<file path="config.mk">
export PLATFORM = sky130hd
export DESIGN_NAME = match_arbiter
export DESIGN_NICKNAME = d
export VERILOG_FILES = /design/src/rtl/match_arbiter.sv
export SDC_FILE = /design/constraint.sdc
export NUM_CORES = 1
export LEC_CHECK = 0
export CORE_AREA = 2 2 81 83
export DETAILED_ROUTE_END_ITERATION = 10
export DIE_AREA = 0 0 83 85
export PLACE_DENSITY = 0.82
export SYNTH_ARGS = -nofsm -noshare
export SYNTH_HDL_FRONTEND = slang
export SYNTH_SLANG_ARGS = --single-unit
</file>
<file path="constraint.sdc">
create_clock -name clock -period 2.05 [get_ports clock]
set_clock_uncertainty 0.1 [all_clocks]
set_input_delay 0.205 -clock clock [delete_from_list [all_inputs] [get_ports clock]]
set_output_delay 0.205 -clock clock [all_outputs]
set_load 0.01 [all_outputs]
</file>
<file path="src/rtl/match_arbiter.sv">
// Round-robin front end that shares one cypher/nibble match engine among
// NREQ requesters. Each transaction grants one requester, issues a single
// engine read, waits for the engine or a timeout, then acks the result.
module match_arbiter #(
  parameter int NREQ    = 4,
  parameter int TIMEOUT = 64,
  parameter int IDW     = 2
) (
  input  logic                 clock,
  input  logic                 reset,
  input  logic [NREQ-1:0]      req,
  input  logic [NREQ*16-1:0]   req_cypher,
  input  logic [NREQ*4-1:0]    req_compared,
  output logic [NREQ-1:0]      ack,
  output logic                 res_match,
  output logic [7:0]           res_sum,
  output logic                 res_timeout,
  output logic                 busy,
  output logic [IDW-1:0]       grant_id,
  output logic                 eng_read,
  output logic [15:0]          eng_cypher,
  output logic [3:0]           eng_compared,
  input  logic                 eng_done,
  input  logic                 eng_match,
  input  logic [7:0]           eng_sum
);

  localparam int TW = (TIMEOUT > 2) ? $clog2(TIMEOUT) : 1;

  typedef enum logic [1:0] {
    IDLE  = 2'd0,
    ISSUE = 2'd1,
    WAIT  = 2'd2,
    RESP  = 2'd3
  } state_t;

  state_t          state;
  state_t          state_nx;
  logic [IDW-1:0]  last_grant;
  logic [TW-1:0]   timer;
  logic            pick_vld;
  logic [IDW-1:0]  pick_id;
  logic [IDW-1:0]  idx;
  logic            wait_expired;

  assign wait_expired = (timer == TW'(TIMEOUT - 1));

  // Round-robin pick: scan downward so the smallest offset after last_grant wins.
  always_comb begin
    pick_vld = 1'b0;
    pick_id  = '0;
    idx      = '0;
    for (int off = NREQ; off >= 1; off--) begin
      idx = IDW'((int'(last_grant) + off) % NREQ);
      if (req[idx]) begin
        pick_vld = 1'b1;
        pick_id  = idx;
      end
    end
  end

  // State register; reset aborts any transaction in flight.
  always_ff @(posedge clock) begin
    if (reset) state <= IDLE;
    else       state <= state_nx;
  end

  // Next-state selection; engine done takes priority over the timeout.
  always_comb begin
    state_nx = state;
    case (state)
      IDLE:    if (pick_vld) state_nx = ISSUE;
      ISSUE:   state_nx = WAIT;
      WAIT:    if (eng_done || wait_expired) state_nx = RESP;
      RESP:    state_nx = IDLE;
      default: state_nx = IDLE;
    endcase
  end

  // Operand latch, timer, result capture and round-robin pointer.
  always_ff @(posedge clock) begin
    if (reset) begin
      eng_cypher   <= '0;
      eng_compared <= '0;
      grant_id     <= '0;
      last_grant   <= IDW'(NREQ - 1);
      timer        <= '0;
      res_match    <= 1'b0;
      res_sum      <= '0;
      res_timeout  <= 1'b0;
    end else begin
      case (state)
        IDLE: begin
          if (pick_vld) begin
            grant_id     <= pick_id;
            eng_cypher   <= req_cypher[int'(pick_id)*16 +: 16];
            eng_compared <= req_compared[int'(pick_id)*4 +: 4];
          end
        end
        ISSUE: timer <= '0;
        WAIT: begin
          timer <= timer + 1'b1;
          if (eng_done) begin
            res_match   <= eng_match;
            res_sum     <= eng_sum;
            res_timeout <= 1'b0;
          end else if (wait_expired) begin
            res_match   <= 1'b0;
            res_sum     <= '0;
            res_timeout <= 1'b1;
          end
        end
        RESP: last_grant <= grant_id;
        default: ;
      endcase
    end
  end

  // Strobes decoded from state so each lasts exactly one cycle.
  always_comb begin
    eng_read = (state == ISSUE);
    busy     = (state != IDLE);
    ack      = (state == RESP) ? (NREQ'(1) << grant_id) : '0;
  end

endmodule
</file>
-- Yosys cells after proc, flatten, opt, wreduce, memory -nomap -nowiden
Index checks and enable logic that the tools add are counted.
- $add $sub $neg: 5
- multipliers: 0
- divide/modulo/power cells: 0
- order comparisons: 4
- equal/unequal tests: 6
- shift operators: 3
- mux-type cells: 27
- bitwise operators: 0
- reduce and logical (&&, ||, !) cells: 8
- operators by type and width (kind ; number):
    $shiftx A64 B7 Y16 ; 1
    $mux W8 ; 2
    $shiftx A16 B5 Y4 ; 1
    $lt A2 B3 Y1 const B ; 4
    $mux W1 ; 12
    $mux W2 ; 6
    $pmux W6 S2 ; 1
    $bmux W1 S2 ; 4
    $pmux W2 S4 ; 1
    $add A6 B1 Y6 const B ; 1
    $eq A6 B6 Y1 const B ; 1
    $reduce_and A2 Y1 ; 3
    $reduce_bool A2 Y1 ; 3
    $add A2 B1 Y2 const B ; 2
    $add A2 B2 Y2 const B ; 2
    $eq A2 B2 Y1 const B ; 2
    $mux W4 ; 1
    $ne A2 B2 Y1 const B ; 2
    $shl A1 B2 Y4 const A ; 1
    $eq A2 B1 Y1 const B ; 1
    $logic_not A2 Y1 ; 1
    $logic_or A1 B1 Y1 ; 1
- flip-flop bits (word level): 42
- latch bits: 0
- memory bits (writable): 0
- bits in read-only memories: 0
- bits of input ports: 96
- output and inout bits: 38
- logic and storage cells: 62
- memories kept: 0

-- Longest topological paths before layout
- depth after elaboration: 9
- gate-level depth with buffers: 8
- mapped depth without buffers: 7

-- Least setup slack after synthesis
OpenSTA, ideal clock, no wires.
- kind: reg-to-reg
- start: register last_grant[1]
- end: register eng_cypher[10]
- library setup time: 0.079 ns
- data arrival time: 1.706 ns
- required time: 1.871 ns
- path slack: 0.165 ns
- cell stages (with the launch flop): 8
- buffers on the path: 2
- clock period less this slack: 1.885 ns
- cell sequence: dfxtp_1 -> mux2i_1 -> o22a_1 -> o21a_2 -> buf_6 -> buf_2 -> mux2_2 -> o211ai_1
- word-level cells in the longest chain between the ends: 8
- elaborated cells between the ends (all ways): 22
- those cells by class: add/sub: 4; shift: 1; mux: 16; reduce/logical: 1
- RTL lines (what ; line ; text):
    start: declaration ; 39 ; logic [IDW-1:0] last_grant;
    start signal: assignment ; 86 ; last_grant <= IDW'(NREQ - 1);
    start signal: assignment ; 113 ; RESP: last_grant <= grant_id;
    $add A2 B1 Y2 ; 54 ; idx = IDW'((int'(last_grant) + off) % NREQ);
    $bmux W1 S2 ; 55 ; if (req[idx]) begin
    $mux W1 (not written as such) ; 55 ;
    $mux W2 or $mux W1 (tied branches) (4 in series) ; 55 ;
    $shiftx A64 B7 Y16 or $reduce_and A2 Y1 (tied branches) ; - ;
    end signal: assignment ; 96 ; eng_cypher <= req_cypher[int'(pick_id)*16 +: 16];
    end: declaration ; 21 ; output logic [15:0] eng_cypher,
Several ways; a longest one is shown, not always the timed one. The select of a mux whose other input is x is not followed.
A chain may end at the register's enable or synchronous reset.

-- Worst setup path after layout
- start: register state[0]
- end: output ack[3]
- word-level cells in the longest chain between the ends: 2
- RTL lines (what ; line ; text):
    start: declaration ; 37 ; state_t state;
    start signal: assignment ; 65 ; else state <= state_nx;
    $eq A2 B2 Y1 ; 123 ; ack = (state == RESP) ? (NREQ'(1) << grant_id) : '0;
    $mux W4 ; 123 ;
    end: declaration ; 14 ; output logic [NREQ-1:0] ack,
No other way between the ends.

==> impl_metrics.env <==
export IMPL_outcome="completed"
export IMPL_diodes=0
export IMPL_area_delta_synth_final_pct=73.6
export IMPL_grt_pass1_vias=2427
export IMPL_dp_cells=463
export IMPL_fin_ws_ns=0.0935
export IMPL_cp_start_kind="register"
export IMPL_critPathRequiredTime_ns=1.75
export IMPL_start_util_pct=36.7
export IMPL_nets=496
export IMPL_num_io_pins=134
export IMPL_ff2ff_setup_slack_ns=0.19
export IMPL_drive_above_1_share_pct=13.1
export IMPL_maxCapViolations=0
export IMPL_synth_top_area_share_pct=36.9
export IMPL_synth_seq_cells=42
export IMPL_hpwlAfterDp_um=5650
export IMPL_die_area_sq_mm=0.00706
export IMPL_yosysWarnings=0
export IMPL_holdCritPathClass="reg -> reg"
export IMPL_intPower_mw=2.44
export IMPL_rows=29
export IMPL_clock_latency_ns=0.29
export IMPL_wl_per_cell_um=15.1
export IMPL_async_reset_ff_share_pct=0
export IMPL_clockBufferDepth=2
export IMPL_grt_ovfl_total=0
export IMPL_cts_tree="built"
export IMPL_dr_pass1_iters=4
export IMPL_yosysMostFrequentCell="dfxtp_1"
export IMPL_clkPwrFrac_pct=14.2
export IMPL_combPwrFrac_pct=54.0
export IMPL_maxSlewHeadroom_pct=70.9
export IMPL_ir_worst_vdd_v=0.000607
export IMPL_synth_top_flop_cell="dfxtp_1"
export IMPL_finalHoldViolations=0
export IMPL_timing_rr_start="state[1]$_SDFFE_PP0P_"
export IMPL_endpoint="ack[3]"
export IMPL_r2r_cells=9
export IMPL_pwr_density_cell_mw_per_mm2=959
export IMPL_drtAntennaViolNets=0
export IMPL_seq_area_frac_synth_pct=36.9
export IMPL_syn_inst=248
export IMPL_grt_total_usage_pct=19.9
export IMPL_synth_edf_count=0
export IMPL_crit_start="state[0]$_SDFFE_PP0P_"
export IMPL_vias_per_cell=5.13
export IMPL_antenna_found_initial=0
export IMPL_cts_hold_buf=0
export IMPL_hold_ws_ns=0.370
export IMPL_final_cells=473
export IMPL_r2r_end="eng_compared[1]$_SDFFE_PP0P_"
export IMPL_cp_end_kind="primary output"
export IMPL_cts_htree_levels=2
export IMPL_synth_area_leaders="dfxtp_1 (37%), mux2i_1 (14%), mux2_2 (4.9%)"
export IMPL_die_w_um=83
export IMPL_seq_power_share_pct=31.9
export IMPL_postRouteWirelength_um=7130
export IMPL_first_iter_violations=84
export IMPL_fp_dieH_um=85
export IMPL_crit_arrival_ns=1.65
export IMPL_drc=0
export IMPL_yosysTopAreaCell="dfxtp_1"
export IMPL_synth_cell_area_sq_mm=0.00228
export IMPL_gp_congestion=0.792
export IMPL_path_clk_slew_ns=0.09
export IMPL_rsz0062_at_grt="false"
export IMPL_place_area_sq_mm=0.00383
export IMPL_totalNegativeSetupSlack_ns=0
export IMPL_fin_area_sq_mm=0.00396
export IMPL_core_area_sq_mm=0.00620
export IMPL_setup_viol=0
export IMPL_synth_common_cells="dfxtp_1 (42), mux2i_1 (32), nor2_1 (29)"
export IMPL_tightest_slew_ns=0.435
export IMPL_synth_avg_cell_area_sq_um=9.19
export IMPL_vias=2427
export IMPL_grt_pass1_wl_um=11600
export IMPL_period_share_pct=95.4
export IMPL_p_leak_nw=1.61
export IMPL_period_minus_slack_ns=1.96
export IMPL_cts_root_buf="clkbuf_8"
export IMPL_clkSinkCount=42
export IMPL_numCtsBuffers=5
export IMPL_switching_power_mw=1.36
export IMPL_p_sw_share_pct=35.7
export IMPL_cp_max_fo=5
export IMPL_finalMaxSlewViolations=0
export IMPL_grt_max_degree=25
export IMPL_setup_worst_path_class="reg -> out"
export IMPL_max_freq_mhz=511
export IMPL_ys_types=42
export IMPL_dp_slack_ns=-0.237
export IMPL_port_buffers=133
export IMPL_syn_nets=349
## worst min-delay path by stage
stage	startpoint	slack, ns	end	cells past startpoint
4_1_cts	res_timeout$_SDFFE_PP0P_	0.37	res_timeout$_SDFFE_PP0P_	2
3_3_place_gp	res_timeout$_SDFFE_PP0P_	0.34	res_timeout$_SDFFE_PP0P_	2
6_report	res_timeout$_SDFFE_PP0P_	0.37	res_timeout$_SDFFE_PP0P_	2
5_1_grt	eng_cypher[14]$_SDFFE_PP0P_	0.40	eng_cypher[14]$_SDFFE_PP0P_	2
2_1_floorplan	reset	0.18	eng_cypher[0]$_SDFFE_PP0P_	1
3_5_place_dp	res_timeout$_SDFFE_PP0P_	0.35	res_timeout$_SDFFE_PP0P_	2
## power groups by stage
stage / Clock [mW] / Sequential, mW / Combinational [mW]
final: 0.537 / 1.21 / 2.05
after global routing: 0.599 / 1.24 / 2.22
after CTS: 0.562 / 1.21 / 2.04
after detailed placement: 0 / 1.22 / 1.99
after global placement: 0 / 1.22 / 1.94
after floorplan: 0 / 1.31 / 0.882
## cells in the final DEF, fill, tap and decap left out, types with 2 or more instances in the layout
master,netlist,layout
a2111oi_1,4,3
a2111oi_2,1,2
a211oi_1,3,3
a22oi_1,11,11
and3_1,2,2
buf_12,0,4
buf_4,1,18
clkbuf_8,0,5
clkdlybuf4s50_1,0,130
clkinvlp_4,0,2
dfxtp_1,42,41
dlygate4sd2_1,0,2
ha_1,5,3
ha_2,0,2
inv_1,6,5
mux2_2,10,10
mux2i_1,32,32
nand2_1,20,20
nand2b_1,3,3
nand3_1,12,12
nand4_1,3,3
nor2_1,29,28
nor2b_1,2,2
nor3_1,11,11
o211ai_1,6,6
o221ai_1,9,9
xor2_1,4,4
## critical path, cell delays in order, from the launching register on
cell and delay, ns:
dfxtp_1 0.34, buf_4 0.13, ha_2 0.21, and3_1 0.16, clkdlybuf4s50_1 0.53
## layer usage
layer	up-vias	global-route usage (%)	share of wire, %
met4	0	4.02	0.60
met3	4	5.45	5.4
met1	1149	22.8	40
met2	69	37.2	54
met5	-	0	0
li1	1205	-	-
## kinds of logic (layout without fill, tap and decap cells)
family | count (synthesis) | after routing | share of synthesized area, %
and+or+nand+nor | 87 | 87 | 17.4
AOI/OAI and AO/OA | 45 | 45 | 16.9
muxes | 43 | 43 | 19.7
DFF | 42 | 42 | 36.9
buffers and inverters | 21 | 169 | 4.50
adders and majority gates | 5 | 5 | 2.75
xor gates and xnor gates | 5 | 5 | 1.92
## final cells by class
type,count,area [sq um]
Tap cell,77,96.3
Timing Repair Buffer,155,1550
Clock buffer,5,68.8
Fill cell,528,2250
Multi-Input combinational cell,185,1350
Sequential cell,42,842
Inverter,6,26.3
Clock inverter,3,21.3
## registers in the layout, indices dropped and copies added, names as in the netlist
signal        count
res_match         1
eng_cypher       16
timer             6
eng_compared      4
state             2
res_timeout       1
last_grant        2
grant_id          2
res_sum           8
## per-stage QoR
stage | utilization [%] | power [mW]
global route | 63.7 | 4.05
finish | 63.7 | 3.79
CTS | 63.4 | 3.81
detailed placement | 61.7 | 3.22
floorplan | - | 2.19
global placement | 61.7 | 3.16
## timing repair
item,in CTS,in global routing
resized for setup,4,6
setup buffers,2,0
setup endpoints to repair,3,23
No activity file was read; power rests on OpenSTA's default activity.
